## config.mk

```make
export PLATFORM = sky130hd
export DESIGN_NAME = coef_dezigzag_feeder
export DESIGN_NICKNAME = d
export VERILOG_FILES = /design/src/rtl/coef_dezigzag_feeder.sv
export SDC_FILE = /design/constraint.sdc
export NUM_CORES = 2
export LEC_CHECK = 0
export BUFFER_PORTS_ARGS = -buffer_cell sky130_fd_sc_hd__buf_2
export CAP_MARGIN = 20
export CORE_UTILIZATION = 55
export CTS_CLUSTER_DIAMETER = 50
export DETAILED_ROUTE_END_ITERATION = 10
export PLACE_DENSITY_LB_ADDON = 0.05
export SLEW_MARGIN = 30
export SYNTH_ARGS = -nofsm -noshare
export SYNTH_HDL_FRONTEND = slang
export SYNTH_SLANG_ARGS = --single-unit
```

## constraint.sdc

```tcl
create_clock -name clk -period 5 [get_ports clk]
set_input_delay 0.25 -clock clk [delete_from_list [all_inputs] [get_ports clk]]
set_output_delay 0.25 -clock clk [all_outputs]
set_load 0.02 [all_outputs]
```

## src/rtl/coef_dezigzag_feeder.sv

```systemverilog
// coef_dezigzag_feeder: ping-pong 8x8 coefficient buffer. Coefficients arrive
// in zigzag order and leave in row-major (natural) order for the row IDCT.
// Ports:
//   clk, rst_b        - clock, synchronous active-high reset
//   in_valid/in_ready - input handshake; in_coef signed 16-bit, zigzag order
//   in_mode           - block mode, sampled with the first coefficient
//   in_eob            - early end-of-block (only with COEF_ZERO_FILL_EN)
//   data_out          - natural-order coefficient, one per cycle, no backpressure
//   out_mode_flag     - mode of the block being streamed
//   output_start      - one-cycle pulse with element 0 of each block
// Optional feature: define COEF_ZERO_FILL_EN to enable in_eob with zero fill
// of the coefficient positions that were never written.
module coef_dezigzag_feeder (
  input  logic        clk,
  input  logic        rst_b,
  input  logic        in_valid,
  output logic        in_ready,
  input  logic [15:0] in_coef,
  input  logic        in_mode,
`ifdef COEF_ZERO_FILL_EN
  input  logic        in_eob,
`endif
  output logic [15:0] data_out,
  output logic        out_mode_flag,
  output logic        output_start
);

  localparam int unsigned CW = 16;
  localparam int unsigned NW = 6;
  localparam logic [NW-1:0] LAST = NW'(63);

  // Zigzag position k -> natural (row-major) index.
  localparam logic [NW-1:0] ZZ_TAB [64] = '{
    6'd0,  6'd1,  6'd8,  6'd16, 6'd9,  6'd2,  6'd3,  6'd10,
    6'd17, 6'd24, 6'd32, 6'd25, 6'd18, 6'd11, 6'd4,  6'd5,
    6'd12, 6'd19, 6'd26, 6'd33, 6'd40, 6'd48, 6'd41, 6'd34,
    6'd27, 6'd20, 6'd13, 6'd6,  6'd7,  6'd14, 6'd21, 6'd28,
    6'd35, 6'd42, 6'd49, 6'd56, 6'd57, 6'd50, 6'd43, 6'd36,
    6'd29, 6'd22, 6'd15, 6'd23, 6'd30, 6'd37, 6'd44, 6'd51,
    6'd58, 6'd59, 6'd52, 6'd45, 6'd38, 6'd31, 6'd39, 6'd46,
    6'd53, 6'd60, 6'd61, 6'd54, 6'd47, 6'd55, 6'd62, 6'd63
  };

  typedef enum logic {IDLE, STREAM} state_t;

  state_t          state_q, state_d;
  logic [CW-1:0]   mem [128];
  logic [1:0]      full_q, full_d;
  logic [1:0]      mode_q;
  logic            wr_bank_q, wr_bank_d, rd_bank_q, rd_bank_d;
  logic [NW-1:0]   wr_cnt_q, wr_cnt_d, rd_cnt_q, rd_cnt_d;
  logic            accept_c, wr_done_c, emit_c, emit_first_c, release_c;
  logic [NW-1:0]   wr_nat_c;
  logic [CW-1:0]   rd_word_c;

  assign accept_c     = in_valid & in_ready;
  assign wr_nat_c     = ZZ_TAB[wr_cnt_q];
  assign emit_first_c = emit_c & (rd_cnt_q == '0);

`ifdef COEF_ZERO_FILL_EN
  logic [63:0] mask_q [2];

  assign wr_done_c = accept_c & ((wr_cnt_q == LAST) | in_eob);
  assign rd_word_c = mask_q[rd_bank_q][rd_cnt_q] ? mem[{rd_bank_q, rd_cnt_q}] : '0;

  // Written-position mask; cleared when the reader releases the bank.
  always_ff @(posedge clk) begin
    if (rst_b) begin
      mask_q[0] <= '0;
      mask_q[1] <= '0;
    end else begin
      if (release_c) mask_q[rd_bank_q] <= '0;
      if (accept_c)  mask_q[wr_bank_q][wr_nat_c] <= 1'b1;
    end
  end
`else
  assign wr_done_c = accept_c & (wr_cnt_q == LAST);
  assign rd_word_c = mem[{rd_bank_q, rd_cnt_q}];
`endif

  // Writer: count coefficients, flip bank on block completion.
  always_comb begin
    wr_cnt_d  = wr_cnt_q;
    wr_bank_d = wr_bank_q;
    if (wr_done_c) begin
      wr_cnt_d  = '0;
      wr_bank_d = ~wr_bank_q;
    end else if (accept_c) begin
      wr_cnt_d  = wr_cnt_q + NW'(1);
    end
  end

  // Reader FSM. IDLE launches element 0 on the same edge it leaves, so the
  // first output appears two cycles after the last accepted coefficient.
  always_comb begin
    state_d   = state_q;
    rd_cnt_d  = rd_cnt_q;
    rd_bank_d = rd_bank_q;
    emit_c    = 1'b0;
    release_c = 1'b0;
    case (state_q)
      IDLE: begin
        if (full_q[rd_bank_q]) begin
          emit_c   = 1'b1;
          rd_cnt_d = rd_cnt_q + NW'(1);
          state_d  = STREAM;
        end
      end
      STREAM: begin
        emit_c   = 1'b1;
        rd_cnt_d = rd_cnt_q + NW'(1);
        if (rd_cnt_q == LAST) begin
          release_c = 1'b1;
          rd_bank_d = ~rd_bank_q;
          state_d   = full_q[~rd_bank_q] ? STREAM : IDLE;
        end
      end
      default: state_d = IDLE;
    endcase
  end

  // Full flags: reader release and writer completion never hit the same bank.
  always_comb begin
    full_d = full_q;
    if (release_c) full_d[rd_bank_q] = 1'b0;
    if (wr_done_c) full_d[wr_bank_q] = 1'b1;
  end

  // Control state and registered outputs.
  always_ff @(posedge clk) begin
    if (rst_b) begin
      state_q       <= IDLE;
      full_q        <= '0;
      mode_q        <= '0;
      wr_bank_q     <= 1'b0;
      rd_bank_q     <= 1'b0;
      wr_cnt_q      <= '0;
      rd_cnt_q      <= '0;
      in_ready      <= 1'b1;
      data_out      <= '0;
      out_mode_flag <= 1'b0;
      output_start  <= 1'b0;
    end else begin
      state_q      <= state_d;
      full_q       <= full_d;
      wr_bank_q    <= wr_bank_d;
      rd_bank_q    <= rd_bank_d;
      wr_cnt_q     <= wr_cnt_d;
      rd_cnt_q     <= rd_cnt_d;
      in_ready     <= ~full_d[wr_bank_d];
      data_out     <= emit_c ? rd_word_c : '0;
      output_start <= emit_first_c;
      if (accept_c && (wr_cnt_q == '0)) mode_q[wr_bank_q] <= in_mode;
      if (emit_first_c) out_mode_flag <= mode_q[rd_bank_q];
    end
  end

  // Coefficient storage: bank bit on top, natural index below.
  always_ff @(posedge clk) begin
    if (accept_c) mem[{wr_bank_q, wr_nat_c}] <= in_coef;
  end

endmodule

```

== Word level (Yosys, flattened, before mapping) ==
Memories as Yosys holds them, arrays and structs flattened. A register that Yosys moved wholly into a read port is not among the register bits.
Cells that the tools add are included.
Word-level totals
  register bits: 22
  RAM bits: 2048
  memory bits (read-only): 384
  input bits: 20
  output and inout port bits: 19
  word-level logic and storage cells: 73
  memories kept: 2
Operators by class
  add/subtract/negate cells: 2
  magnitude comparators: 7
  eq/ne operators: 3
  muxes and demuxes: 29
  bitwise logic cells: 12
  reduce and logical (&&, ||, !) cells: 8
Memories
  mem: depth 128, width 16, read ports 1, clocked after memory_dff 1, wr ports 1, RTL line 47  | logic [CW-1:0] mem [128];
  (name not given): depth 64, width 6, read ports 1, clocked after memory_dff 0, wr ports 0, RTL line 57  | assign wr_nat_c = ZZ_TAB[wr_cnt_q];
Operators with widths (count)
  $mux 1: 18
  $mux 6: 3
  $add 6x1->6 const B: 2
  $eq 6x6->1 const B: 2
  $logic_not 6->1: 2
  $pmux 6 s2: 1
  $lt 1x2->1 const B: 4
  $ge 7x7->1 const B: 1
  $not 6->7: 1
  $not 1->1: 5
  $mux 2: 2
  $pmux 1 s2: 2
  $reduce_or 2->1: 2
  $and 1x1->1: 3
  $logic_and 1x1->1: 3
  $and 2x2->2: 1
  $bwmux 2: 1
  $demux 1 s1: 2
  $ge 1x1->1 const B: 2
  $ne 2x2->1 const B: 1
  $not 2->2: 1
  $or 2x2->2: 1
  $reduce_and 2->1: 1

== Longest topological paths before layout ==
  word-level depth: 12
  depth in mapped cells: 12
  gate-level depth less buffers: 9

== Least setup slack after synthesis ==
Ideal clock, no wire load.
  path kind: register to register
  start point: reg wr_cnt_q[1]
  end point: mem mem[90][0] (enable)
  library setup time: 0.409 ns
  arrival time: 3.465 ns
  data required time: 4.591 ns
  setup slack: 1.126 ns
  cell stages (with the launch flop): 10
  buffers on the path: 1
  period minus slack after synthesis: 3.874 ns
  path through: dfxtp_1 -> inv_1 -> ha_1 -> nor2b_1 -> o31ai_1 -> a21oi_1 -> o22ai_1 -> buf_2 -> or3_1 -> nor3_1
On the way
  word-level cells in the longest chain between the ends: 4
RTL lines
  from (decl): RTL line 51  | logic [NW-1:0] wr_cnt_q, wr_cnt_d, rd_cnt_q, rd_cnt_d;
  from (signal assigned): RTL line 148  | wr_cnt_q <= wr_cnt_d;
  $not 6->7 (implied by the code): RTL line 57
  $mem_v2 64x6
  $mux 6 (implied by the code) (2 in a row): RTL line 57
  to (decl): RTL line 47
No other way between the ends. The select of a mux whose other input is x is not followed.

== Worst setup path after layout ==
  start point: reg wr_cnt_q[4]
  end point: mem mem[85][7] (enable)
The elaborated chain is that of the path after synthesis.

==> results by group <==
Timing
  • Fmax: 0.245 GHz
  • Final-report setup violation count: 0
  • Final period utilization: 0.816
  • Slew HR: 0.279
  • Final setup skew: 36.8 ps
  • Minimum period implied by the final worst setup slack: 4080 ps
  • Number of slew-limit violations in the final report: 0
  • Final number of hold-violating endpoints: 0
  • Hold_ws: 25.7 ps
  • Worst-Margin Slew: 1080 ps
  • Total negative setup slack: 0 ps
  • Setup repair after global routing missed its margin: no

Global route
  • Total global-route track usage: 0.294
  • Global-route wire length before repair: 304000 um
  • Initial antenna violation count: 14
  • Pin count of the biggest net entering global routing: 82
  • Number of global-route vias before repair: 40400
  • Remaining global-route overflow: 0

Worst setup path
  • Data arrival, critical path: 4600 ps
  • Crit path max fanout: 17
  • Crit path required time: 5520 ps
  • Cell depth of the worst flop-to-flop path: 8
  • Kind of launch point of the worst setup path: flip-flop
  • Type of destination of the critical path: flip-flop
  • Critical path class: reg -> reg

Logic synthesis
  • Top cells by area, synth: edfxtp_1 76%, mux4_2 14%, mux2i_1 1.3%
  • Post-synthesis sequential area ratio: 0.769
  • Most numerous cell types in the synthesized netlist: 2048 x edfxtp_1, 511 x mux4_2, 161 x nor2_1
  • Most used DFF post-synth: edfxtp_1
  • Area fraction of the dominant cell type after synthesis: 0.759
  • Biggest area consumer among synthesized cells: edfxtp_1
  • Synth cell types: 79
  • Most instantiated library cell after synthesis: edfxtp_1
  • Synthesized netlist net count: 3740
  • Synthesized area per cell: 21.9 sq um
  • Count of flip-flops with a built-in enable after synthesis: 2048
  • Synth Warn #: 0
  • Synthesized flop and latch total: 2086
  • Synthesized netlist cell count: 3702
  • Fraction of registers with async set/reset: 0
  • Netlist area before placement: 81000 sq um

Finish
  • Layout cell share with drive strength beyond 1: 0.281
  • Total area of multi-input combinational cells: 17500 sq um
  • Final design area excluding fillers: 91800 sq um
  • Net total in the final layout: 4074
  • Post-layout utilization of the core: 0.629
  • Sequential standard cell area: 62300 sq um
  • Count of filler cells inserted in the layout: 9784
  • Area growth, synth to finish: 13.4%

Clocking
  • Clock insertion delay at the later pin of the skew report: 850 ps
  • Clock-pin transition on the worst setup and hold timing paths: 60 ps
  • Clock buffers created by TritonCTS: 210
  • Clock root buffer: clkbuf_16
  • Clock tree from TritonCTS: yes
  • Max Buffers Root-to-Sink: 3
  • Clock Sink Count: 2086
  • CTS H-tree lvls: 4

Min path
  • Count of cells along the worst hold path: 1
  • Path class of the lowest-slack min-delay path: in -> reg

Die
  • Die width: 386 um
  • Top-level I/O count: 39
  • Floorplan row count: 140
  • Starting Density: 0.555
  • Area of the die: 149000 sq um
  • Die boundary height: 386 um
  • Std-Cell Core Area: 146000 sq um

Route
  • Final ANT Viol Nets: 0
  • Via Count: 40500
  • Vias/cell: 6.60
  • Final WL: 215000 um
  • Wire per inst: 35.1 um
  • Residual DRC count: 0
  • Detailed-routing iteration count for the pre-antenna-repair pass: 7
  • Number of violations reported at the end of detailed-routing iteration 0: 5041

Run status
  • Outcome: finished, final reports clean

Power and ir drop
  • VDD IR-drop max: 0.350 mV
  • Total power per unit cell area: 385 nW/um^2
  • P_leak: 0.0284 uW

Place
  • Post-DP Area: 84800 sq um
  • Final Wtd Congestion: 0.970
  • Sum of net half-perimeters after detailed placement: 137000 um
  • IO buf count: 38

Flow run
  • Count of maximum capacitance violations: 0
## metal layers
metal / global-route usage / vias up / wire (um)
met2: 0.474 / 2148 / 105000
met3: 0.0481 / 382 / 18600
met4: 0.0842 / 4 / 6230
met5: 0 / - / 23
met1: 0.421 / 21600 / 84900
li1: - / 16400 / -
## timing repair
action                                 4_1_cts  5_1_grt
endpoints found under the hold margin      319       46
resized for setup                            0        0
hold buffers                                16        2
setup endpoints to repair                    0        0
buffers inserted                             0        0
## worst paths after layout
| kind | start | end | slack (ps) |
|---|---|---|---|
| worst max register to register | wr_cnt_q[4]$_SDFFE_PP0P_ | mem[85][7]$_DFFE_PP_ | 920 |
| worst min-delay path | in_coef[11] | mem[2][11]$_DFFE_PP_ | 30 |
| worst min register to register | mode_q[1]$_SDFFE_PP0P_ | mode_q[1]$_SDFFE_PP0P_ | 510 |
| worst max-delay path | wr_cnt_q[4]$_SDFFE_PP0P_ | mem[85][7]$_DFFE_PP_ | 920 |
## state kept, by name, indices dropped and copies added (netlist names)
name,cells
data_out,16
state_q,1
rd_cnt_q,6
in_ready,1
full_q,2
mode_q,2
out_mode_flag,1
output_start,1
mem,2048
rd_bank_q,1
wr_cnt_q,6
wr_bank_q,1
## cell families after synthesis
group / share of synthesized area
mux: 0.157
flops: 0.769
fa+ha+maj: 0.00278
xor+xnor: 0.00141
simple gates: 0.0227
buf+inv: 0.0166
compound gates: 0.0309
## through the flow
stage          std cells  power (uW)  setup slack [ps]
6_report            6130       35400               920
3_3_place_gp        5720       20200              1010
2_1_floorplan       3702       19700              1130
5_1_grt             6129       36200               802
3_5_place_dp        5722       20200              1070
4_1_cts             6126       35500              1070
## critical path: stages (launching register included)
cell and delay (ps):
dfxtp_1 700, buf_4 340, nor2b_1 100, a311oi_1 430, a311oi_1 100, o22ai_1 620, or3b_2 670, nor2_1 510
buf_4 320
## cell type report
| type | instances | share of cell area |
|---|---|---|
| clock buffer | 283 | 0.0625 |
| tap | 1917 | 0.0261 |
| antenna | 1 | 0.0000272 |
| clock inverter | 105 | 0.0118 |
| timing repair buffer | 332 | 0.0305 |
| inverter | 15 | 0.000640 |
| sequential | 2086 | 0.678 |
| multi-input combinational | 1391 | 0.190 |
## placed cells by master, fill, tap and decap left out, types with 10 or more instances in the layout
cell / netlist / routed
mux2i_1: 105 / 105
a21oi_1: 42 / 42
buf_2: 73 / 22
buf_12: 1 / 23
buf_4: 25 / 266
a211oi_1: 17 / 17
clkinv_1: 0 / 27
mux2_2: 11 / 11
clkinv_2: 0 / 33
nor3_2: 0 / 10
nor2b_1: 17 / 15
nand2_1: 88 / 88
clkbuf_1: 62 / 59
a22o_1: 28 / 28
nand2b_1: 14 / 14
o22ai_1: 40 / 40
edfxtp_1: 2048 / 2048
a31oi_1: 15 / 15
nor3_1: 39 / 29
inv_1: 12 / 11
dfxtp_1: 38 / 34
nor2_1: 161 / 158
nand4_1: 13 / 13
dlygate4sd3_1: 0 / 18
bufinv_16: 0 / 17
ha_1: 18 / 18
a221oi_1: 28 / 28
a221o_1: 12 / 12
clkbuf_16: 0 / 216
o211ai_1: 11 / 11
o21ai_0: 23 / 23
nand3_1: 16 / 16
mux4_2: 511 / 511
xnor2_1: 10 / 10
and2_1: 10 / 10
a22oi_1: 63 / 63
## report_power, final
part           leakage, uW  internal (uW)  switching, uW
sequential          0.0187          19200           7.57
clock              0.00333           8940           6540
combinational      0.00639            122            532
total               0.0284          28300           7080
Power figures use the tool's default switching activity.
